## src/rtl/hazard_control_unit.sv

```systemverilog
// Pipeline hazard and run-control unit: detects load-use and branch-operand hazards,
// steers PC/IF/ID/ID/EX enables, and sequences RUN/DRAIN/HALT/STEP for the debug unit.
module hazard_control_unit #(
    parameter int NB_REG       = 5,
    parameter int NB_CNT       = 16,
    parameter int DRAIN_CYCLES = 4
) (
    input  logic              clock,
    input  logic              reset,
    input  logic [NB_REG-1:0] rs_dec,
    input  logic [NB_REG-1:0] rt_dec,
    input  logic              uses_rs,
    input  logic              uses_rt,
    input  logic              is_branch_dec,
    input  logic              branch_taken_dec,
    input  logic              is_jump_dec,
    input  logic              is_halt_dec,
    input  logic [NB_REG-1:0] ex_write_reg,
    input  logic              ex_reg_write,
    input  logic              ex_mem_read,
    input  logic [NB_REG-1:0] mem_write_reg,
    input  logic              mem_reg_write,
    input  logic              mem_mem_read,
    input  logic              halt_req,
    input  logic              step_req,
    input  logic              resume_req,
    output logic              pc_write,
    output logic              if_id_write,
    output logic              if_id_flush,
    output logic              id_ex_bubble,
    output logic              pipe_enable,
    output logic              program_done,
    output logic [1:0]        state,
    output logic [NB_CNT-1:0] stall_cycles
);

    localparam int DRAIN_W = 4;

    typedef enum logic [1:0] {
        ST_RUN   = 2'd0,
        ST_DRAIN = 2'd1,
        ST_HALT  = 2'd2,
        ST_STEP  = 2'd3
    } state_t;

    state_t               state_q, state_d;
    logic [DRAIN_W-1:0]   drain_cnt_q, drain_cnt_d;
    logic                 done_q, done_d;
    logic [NB_CNT-1:0]    stall_cnt_q, stall_cnt_d;
    logic                 match_ex, match_mem, hazard;
    logic                 stall_now, go_drain;

    function automatic logic reg_match(
        input logic              wr_en,
        input logic [NB_REG-1:0] wr_reg,
        input logic              rd_rs,
        input logic [NB_REG-1:0] rs,
        input logic              rd_rt,
        input logic [NB_REG-1:0] rt
    );
        return wr_en && (wr_reg != '0) &&
               ((rd_rs && (wr_reg == rs)) || (rd_rt && (wr_reg == rt)));
    endfunction

    function automatic logic [NB_CNT-1:0] sat_inc(input logic [NB_CNT-1:0] v);
        return (&v) ? v : v + {{(NB_CNT-1){1'b0}}, 1'b1};
    endfunction

    assign match_ex  = reg_match(ex_reg_write, ex_write_reg, uses_rs, rs_dec, uses_rt, rt_dec);
    assign match_mem = reg_match(mem_reg_write, mem_write_reg, uses_rs, rs_dec, uses_rt, rt_dec);
    assign hazard    = (ex_mem_read && match_ex) ||
                       (is_branch_dec && match_ex) ||
                       (is_branch_dec && mem_mem_read && match_mem);

    always_comb begin
        pc_write     = 1'b0;
        if_id_write  = 1'b0;
        if_id_flush  = 1'b0;
        id_ex_bubble = 1'b0;
        pipe_enable  = 1'b0;
        stall_now    = 1'b0;
        go_drain     = 1'b0;
        state_d      = state_q;
        drain_cnt_d  = drain_cnt_q;
        done_d       = done_q;

        case (state_q)
            ST_RUN, ST_STEP: begin
                pipe_enable = 1'b1;
                if (hazard) begin
                    // Hold PC and IF/ID, inject a bubble; control-flow inputs wait for the stall to clear.
                    id_ex_bubble = 1'b1;
                    stall_now    = 1'b1;
                end else if (branch_taken_dec || is_jump_dec) begin
                    pc_write    = 1'b1;
                    if_id_write = 1'b1;
                    if_id_flush = 1'b1;
                end else if (is_halt_dec) begin
                    if_id_write = 1'b1;
                    if_id_flush = 1'b1;
                    go_drain    = 1'b1;
                end else begin
                    pc_write    = 1'b1;
                    if_id_write = 1'b1;
                end

                if (go_drain) begin
                    state_d     = ST_DRAIN;
                    drain_cnt_d = DRAIN_W'(DRAIN_CYCLES);
                end else if (state_q == ST_STEP || halt_req) begin
                    state_d = ST_HALT;
                end
            end
            ST_DRAIN: begin
                if_id_write = 1'b1;
                if_id_flush = 1'b1;
                pipe_enable = 1'b1;
                drain_cnt_d = drain_cnt_q - DRAIN_W'(1);
                if (drain_cnt_q <= DRAIN_W'(1)) begin
                    state_d = ST_HALT;
                    done_d  = 1'b1;
                end
            end
            default: begin
                // HALT after a completed program only leaves through reset.
                if (!done_q && resume_req) begin
                    state_d = ST_RUN;
                end else if (!done_q && step_req) begin
                    state_d = ST_STEP;
                end
            end
        endcase

        stall_cnt_d = stall_now ? sat_inc(stall_cnt_q) : stall_cnt_q;
    end

    always_ff @(posedge clock or negedge reset) begin
        if (!reset) begin
            state_q     <= ST_RUN;
            drain_cnt_q <= '0;
            done_q      <= 1'b0;
            stall_cnt_q <= '0;
        end else begin
            state_q     <= state_d;
            drain_cnt_q <= drain_cnt_d;
            done_q      <= done_d;
            stall_cnt_q <= stall_cnt_d;
        end
    end

    assign state        = state_q;
    assign program_done = done_q;
    assign stall_cycles = stall_cnt_q;

endmodule

```

## config.mk

```make
export PLATFORM = sky130hd
export DESIGN_NAME = hazard_control_unit
export DESIGN_NICKNAME = d
export VERILOG_FILES = /design/src/rtl/hazard_control_unit.sv
export SDC_FILE = /design/constraint.sdc
export NUM_CORES = 1
export LEC_CHECK = 0
export CORE_UTILIZATION = 48
export CTS_CLUSTER_DIAMETER = 40
export DETAILED_ROUTE_END_ITERATION = 10
export GPL_ROUTABILITY_DRIVEN = 1
export GPL_TIMING_DRIVEN = 0
export PLACE_DENSITY = 0.86
export SYNTH_ARGS = -nofsm -noshare
export SYNTH_HDL_FRONTEND = slang
export SYNTH_SLANG_ARGS = --single-unit
export TNS_END_PERCENT = 5
```

## constraint.sdc

```tcl
create_clock -name clock -period 3.1 [get_ports clock]
set_input_delay 0.465 -clock clock [delete_from_list [all_inputs] [get_ports clock]]
set_output_delay 0.465 -clock clock [all_outputs]
set_load 0.005 [all_outputs]
```

==> impl_metrics.csv, run 1 <==
group,metric,value,unit
critical_path,worstPathArrival,2.52,ns
route,wirelength,3870,um
final_layout,area_growth,42.4,%
logic_synthesis,synth_cells,169,
final_layout,drive_above_1_share,0.0690,
placement,dp_hpwl,3090,um
clock_tree,clk_path_buf_depth,2,
logic_synthesis,synth_nets,210,
clock_tree,cts-root-buf,"clkbuf_4",
route,ant_nets,0,
floorplanning,start_util,0.511,
clock_tree,cts-buffers-inserted,3,
final_layout,area.sequential,576,sq um
sta,max-slew-margin-rel,0.325,
route,vias,1502,
final_layout,nNetsFinal,274,
sta,hold_violations,0,
power_and_ir_drop,power_density,502,nW/um^2
floorplanning,die_h,59.5,um
sta,fmax,335,MHz
clock_tree,cts_hold_buf,0,
clock_tree,cts_tree,"yes",
sta,setup_viol,0,
critical_path,path_cells,"clkdlybuf4s50_1 -> xnor2_1 -> nand4_1 -> o22ai_2 -> a22oi_4 -> o311ai_1 -> a21oi_1 -> clkdlybuf4s50_1",
placement,io_buffers,58,
route,wl_per_cell,14.0,um
floorplanning,coreArea,3100,sq um
sta,drv_slew,0,
sta,hold_ws,0.511,ns
power_and_ir_drop,total_power,1.13,mW
logic_synthesis,yosysUniqueCellTypes,39,
clock_tree,clk_latency,0.31,ns
global_routing,grt_pass1_wl,6300,um
logic_synthesis,synth.yosys.seq_area_share,0.363,
critical_path,worst_path_dominant_cell_family,"buffers and inverters",
placement,gp_congestion,0.860,
sta,worst_slew_pin_slew,1.01,ns
floorplanning,row_count,20,
global_routing,grt_pass1_vias,1407,
logic_synthesis,syn_area,1590,sq um
critical_path,slowest_delay,0.52,ns
critical_path,critPathCaptureType,"primary output",
floorplanning,die_w,59.5,um
placement,placedCellCount,271,
logic_synthesis,synth_top_cell_area_share,0.363,
power_and_ir_drop,cellLeakagePower,0.948,nW
min_path,worstHoldStart,"stall_cycles[15]",
final_layout,diodes,0,
critical_path,cp-start-kind,"input pin",
sta,fin_crit,2.98,ns
route,wl_met2,1890,um
global_routing,grt_max_degree,24,
critical_path,path_buf_inv,2,
logic_synthesis,synth_top_cell_by_area,"dfrtp_1",
route,drt-met1-wl,1700,um
sta,finalSetupTns,0,ns
critical_path,crit_path_top_delay_cell,"clkdlybuf4s50_1",
global_routing,overflow,0,
critical_path,cp.required,2.63,ns
sta,fin_skew,0.00123,ns
route,dr.max_layer_used,"met4",
route,wl_met3,241,um
critical_path,critPathKind,"input pin to primary output",
sta,rsz0062_at_grt,"no",
logic_synthesis,ys_async_sr_fraction,1.00,
logic_synthesis,ys.flop_type,"dfrtp_1",
route,drt-vias-per-instance,5.44,
logic_synthesis,ys_top_cells_by_area,"dfrtp_1 36%, xnor2_1 15%, ha_1 4.7%",
route,drtIter0Drc,57,
clock_tree,cts.htree.levels,1,
global_routing,track_usage,0.239,
critical_path,cp_max_fo,7,
final_layout,multi_input_area,971,sq um
critical_path,crit_top_cell,"clkdlybuf4s50_1",
sta,post-route-period-util,0.962,
final_layout,stdcell_count,276,
power_and_ir_drop,peakVddDrop,0.506,mV
floorplanning,num_io_pins,59,
logic_synthesis,synth_area_per_cell,9.39,sq um
logic_synthesis,ys_ff_latch,23,
status,status,"completed",
min_path,holdCritPathClass,"flop to flop",
global_routing,grt_antenna_before_repair,0,
clock_tree,cts_sinks,23,
flow_run,maxCapViolCount,0,
logic_synthesis,synth_edf_count,0,
critical_path,r2r_start,"state[0]",
final_layout,nFillCells,263,
logic_synthesis,ys_warn_count,0,
route,drt_pass1_iterations,4,
route,drc,0,
floorplanning,dieArea,3540,sq um
clock_tree,path_clk_slew,0.12,ns
critical_path,startpoint,"ex_write_reg[3]",
-- final cells by class --
cell class / count / area share
timing repair buffer: 59 / 0.260
inverter: 9 / 0.0150
clock buffer: 3 / 0.00997
multi-input combinational: 135 / 0.430
tap: 44 / 0.0244
clock inverter: 1 / 0.00221
sequential: 23 / 0.255
buffer: 2 / 0.00388
-- final timing paths --
check,cells past startpoint,to,slack (ns)
setup / recovery,8,if_id_flush,0.12
hold / removal,1,stall_cycles[15],0.51
setup reg to reg,6,stall_cycles[11],1.01
hold reg to reg,1,stall_cycles[15],0.51
max in group asynchronous,1,stall_cycles[12],1.81
min in group asynchronous,1,stall_cycles[2],0.69
-- state kept, by name, summed over array words and instances (netlist names) --
register	flops
state	2
drain_cnt_q	4
program_done	1
stall_cycles	16
-- power breakdown --
part	switching [mW]	internal [mW]	total [mW]
sequential	0.0589	0.349	0.408
combinational	0.286	0.302	0.588
clock	0.0903	0.0483	0.139
-- repair_timing --
item                                    in CTS  in global routing
buffers inserted                             0                  1
hold endpoints to repair                     0                  0
endpoints found under the setup margin       0                  1
gates resized for setup                      0                  2
-- cell families (layout without fill, tap and decap cells) --
logic type / Yosys count / after routing / share of synthesized area
compound gates: 31 / 31 / 0.148
mux: 2 / 2 / 0.0142
flops: 23 / 23 / 0.363
buf+inv: 11 / 74 / 0.0268
fa+ha+maj: 6 / 6 / 0.0473
xor+xnor: 35 / 35 / 0.193
simple gates: 61 / 61 / 0.207
-- per-layer routing --
| metal | vias to the layer above | global-route usage |
|---|---|---|
| met5 | - | 0 |
| met2 | 53 | 0.411 |
| li1 | 730 | - |
| met3 | 6 | 0.0480 |
| met1 | 713 | 0.306 |
| met4 | 0 | 0.0631 |
-- synthesized netlist by cell type, types with 4 or more instances --
library cell and n:
dfrtp_1 23, nand4_1 10, nand3_1 7, a21oi_1 7, ha_1 6, and3_1 4
nor2_1 12, nor3_1 4, inv_1 9, xnor2_1 28, nand2_1 14, xor2_1 7
o21ai_0 6
-- metrics by stage --
stage,cell area (sq um),utilization,worst slack (ns)
5_1_grt,2260,0.728,0.0199
3_3_place_gp,2220,0.716,0.0889
2_1_floorplan,1590,-,1.23
4_1_cts,2250,0.725,0.0636
6_report,2260,0.728,0.117
3_5_place_dp,2220,0.716,0.0754
-- cells in the final DEF (no fill, tap or decap), types with 2 or more instances in the layout --
cell type / count
o22ai_2: 2
clkdlybuf4s50_1: 58
dfrtp_1: 23
or3_1: 2
nand4_1: 10
nor3_1: 4
ha_1: 6
nand3_1: 7
o31ai_1: 2
a21oi_1: 7
nand2_1: 14
inv_1: 9
nor2_1: 11
o21ai_0: 6
clkbuf_4: 3
xor2_1: 7
nor2b_1: 2
and3_1: 4
a21o_1: 2
xnor2_1: 28
mux2_2: 2
Note: power is estimated with default switching activity, not from simulation.
==> inputs of run 2 (changes only) <==
--- a/config.mk
+++ b/config.mk
@@ -5,12 +5,14 @@
 export SDC_FILE = /design/constraint.sdc
 export NUM_CORES = 1
 export LEC_CHECK = 0
+export CAP_MARGIN = 40
 export CORE_UTILIZATION = 48
 export CTS_CLUSTER_DIAMETER = 40
 export DETAILED_ROUTE_END_ITERATION = 10
 export GPL_ROUTABILITY_DRIVEN = 1
 export GPL_TIMING_DRIVEN = 0
 export PLACE_DENSITY = 0.86
+export SKIP_CTS_REPAIR_TIMING = 1
 export SYNTH_ARGS = -nofsm -noshare
 export SYNTH_HDL_FRONTEND = slang
 export SYNTH_SLANG_ARGS = --single-unit
==> run 2 against run 1 <==
Global-route usage is 0.14 points higher. Hold slack worse by 0.011 ns. Non-clock buffer count is 1 higher. Final area is 0.55% higher. Largest power group unchanged.
==> impl_metrics.csv, run 2 (same netlist as run 1, synthesis figures left out) <==
group,metric,value,unit
status,status,"completed",
critical_path,startpoint,"ex_write_reg[3]",
clock_tree,cts-buffers-inserted,3,
final_layout,nNetsFinal,275,
route,wl_per_cell,14.0,um
critical_path,crit_top_cell,"clkdlybuf4s50_1",
floorplanning,dieArea,3540,sq um
placement,place_ws,0.0987,ns
final_layout,final_common_cell,"clkdlybuf4s50_1",
floorplanning,coreArea,3100,sq um
sta,drv_slew,0,
route,ant_nets,0,
route,drt_pass1_iterations,4,
route,vias,1497,
flow_run,maxCapViolCount,0,
global_routing,track_usage,0.241,
critical_path,critPathCaptureType,"primary output",
sta,fin_ws,0.169,ns
clock_tree,cts_tree,"yes",
floorplanning,die_w,59.5,um
final_layout,final_cell_mix,"58 x clkdlybuf4s50_1, 28 x xnor2_1, 23 x dfrtp_1",
final_layout,drive_above_1_share,0.0687,
clock_tree,clk_path_buf_depth,2,
clock_tree,cts_sinks,23,
sta,worst_slew_pin_slew,0.580,ns
final_layout,largest_reg_flops,16,
global_routing,grt_antenna_before_repair,0,
global_routing,grt_pass1_vias,1423,
global_routing,overflow,0,
floorplanning,row_count,20,
placement,placed_area,2240,sq um
final_layout,stdcell_count,277,
critical_path,path_cells,"clkdlybuf4s50_1 -> xnor2_1 -> nand4_1 -> o22ai_2 -> a22oi_4 -> o311ai_1 -> a21oi_1 -> clkdlybuf4s50_1",
route,drtIter0Drc,71,
placement,placedCellCount,272,
sta,fin_crit,2.93,ns
final_layout,final_cell_area,2270,sq um
route,drc,0,
placement,gp_congestion,0.860,
sta,rsz0062_at_grt,"no",
route,drt-vias-per-instance,5.40,
critical_path,crit_path_top_delay_cell,"clkdlybuf4s50_1",
final_layout,area_growth,43.2,%
sta,fmax,341,MHz
min_path,holdCritPathClass,"input pin to async pin",
sta,setup_viol,0,
critical_path,r2r-end,"stall_cycles[11]",
power_and_ir_drop,power_density,497,nW/um^2
sta,finalSetupTns,0,ns
critical_path,r2r_slack,0.99,ns
critical_path,cp.required,2.63,ns
power_and_ir_drop,cellLeakagePower,0.955,nW
clock_tree,cts.htree.levels,1,
critical_path,worstPathArrival,2.47,ns
critical_path,critPathKind,"input pin to primary output",
sta,hold_violations,0,
final_layout,diodes,0,
floorplanning,die_h,59.5,um
power_and_ir_drop,peakVddDrop,0.540,mV
global_routing,grt_pass1_wl,6360,um
clock_tree,clk_latency,0.31,ns
floorplanning,start_util,0.511,
sta,fin_skew,0.00885,ns
placement,io_buffers,58,
clock_tree,path_clk_slew,0.13,ns
sta,post-route-period-util,0.945,
critical_path,cp_max_fo,7,
global_routing,grt_max_degree,14,
critical_path,r2r_start,"state[0]",
placement,dp_hpwl,3140,um
critical_path,r2r_cells,6,
critical_path,slowest_delay,0.51,ns
floorplanning,num_io_pins,59,
clock_tree,cts-root-buf,"clkbuf_4",
route,wirelength,3870,um
sta,max-slew-margin-rel,0.612,
critical_path,cp-start-kind,"input pin",
sta,hold_ws,0.501,ns
run 2: worst max-delay path: cells and delay by family:
kind | cells | cell delay [ns]
AOI/OAI and AO/OA | 4 | 0.69
xor gates and xnor gates | 1 | 0.17
buffers and inverters | 2 | 1.00
and+or+nand+nor | 1 | 0.13
run 2: how the worst max path moves through the flow:
stage	to	slack (ns)
finish	if_id_flush	0.17
floorplan	if_id_flush	1.23
detailed placement	if_id_flush	0.1
CTS	if_id_flush	0.07
global route	if_id_flush	0.05
global placement	if_id_flush	0.09
run 2: power by group:
| group | leakage, nW | switching [mW] | total [mW] | internal (mW) |
|---|---|---|---|---|
| Sequential | 0.309 | 0.0581 | 0.407 | 0.349 |
| Combinational | 0.628 | 0.278 | 0.582 | 0.304 |
| Clock | 0.0177 | 0.0914 | 0.140 | 0.0482 |
run 2: through the flow:
stage	util	power [mW]
after floorplan	-	0.726
after CTS	0.730	1.13
after global routing	0.732	1.21
after detailed placement	0.721	0.985
after global placement	0.716	0.972
final	0.732	1.13
run 2: routing by layer:
| layer | track usage | up-vias | share of wire |
|---|---|---|---|
| met5 | 0 | - | 0 |
| met4 | 0.0598 | 0 | 0.0083 |
| met3 | 0.0480 | 4 | 0.048 |
| met2 | 0.419 | 42 | 0.49 |
| met1 | 0.305 | 718 | 0.45 |
| li1 | - | 733 | - |
run 2: cell type report:
class / instances / area (sq um)
flip-flops and latches: 23 / 576
clock buffers: 3 / 22.5
clock inverters: 1 / 5.00
well taps: 44 / 55.1
fillers: 260 / 831
multi-input cells: 135 / 968
plain buffers: 2 / 8.76
inverters: 9 / 33.8
repair buffers: 60 / 603
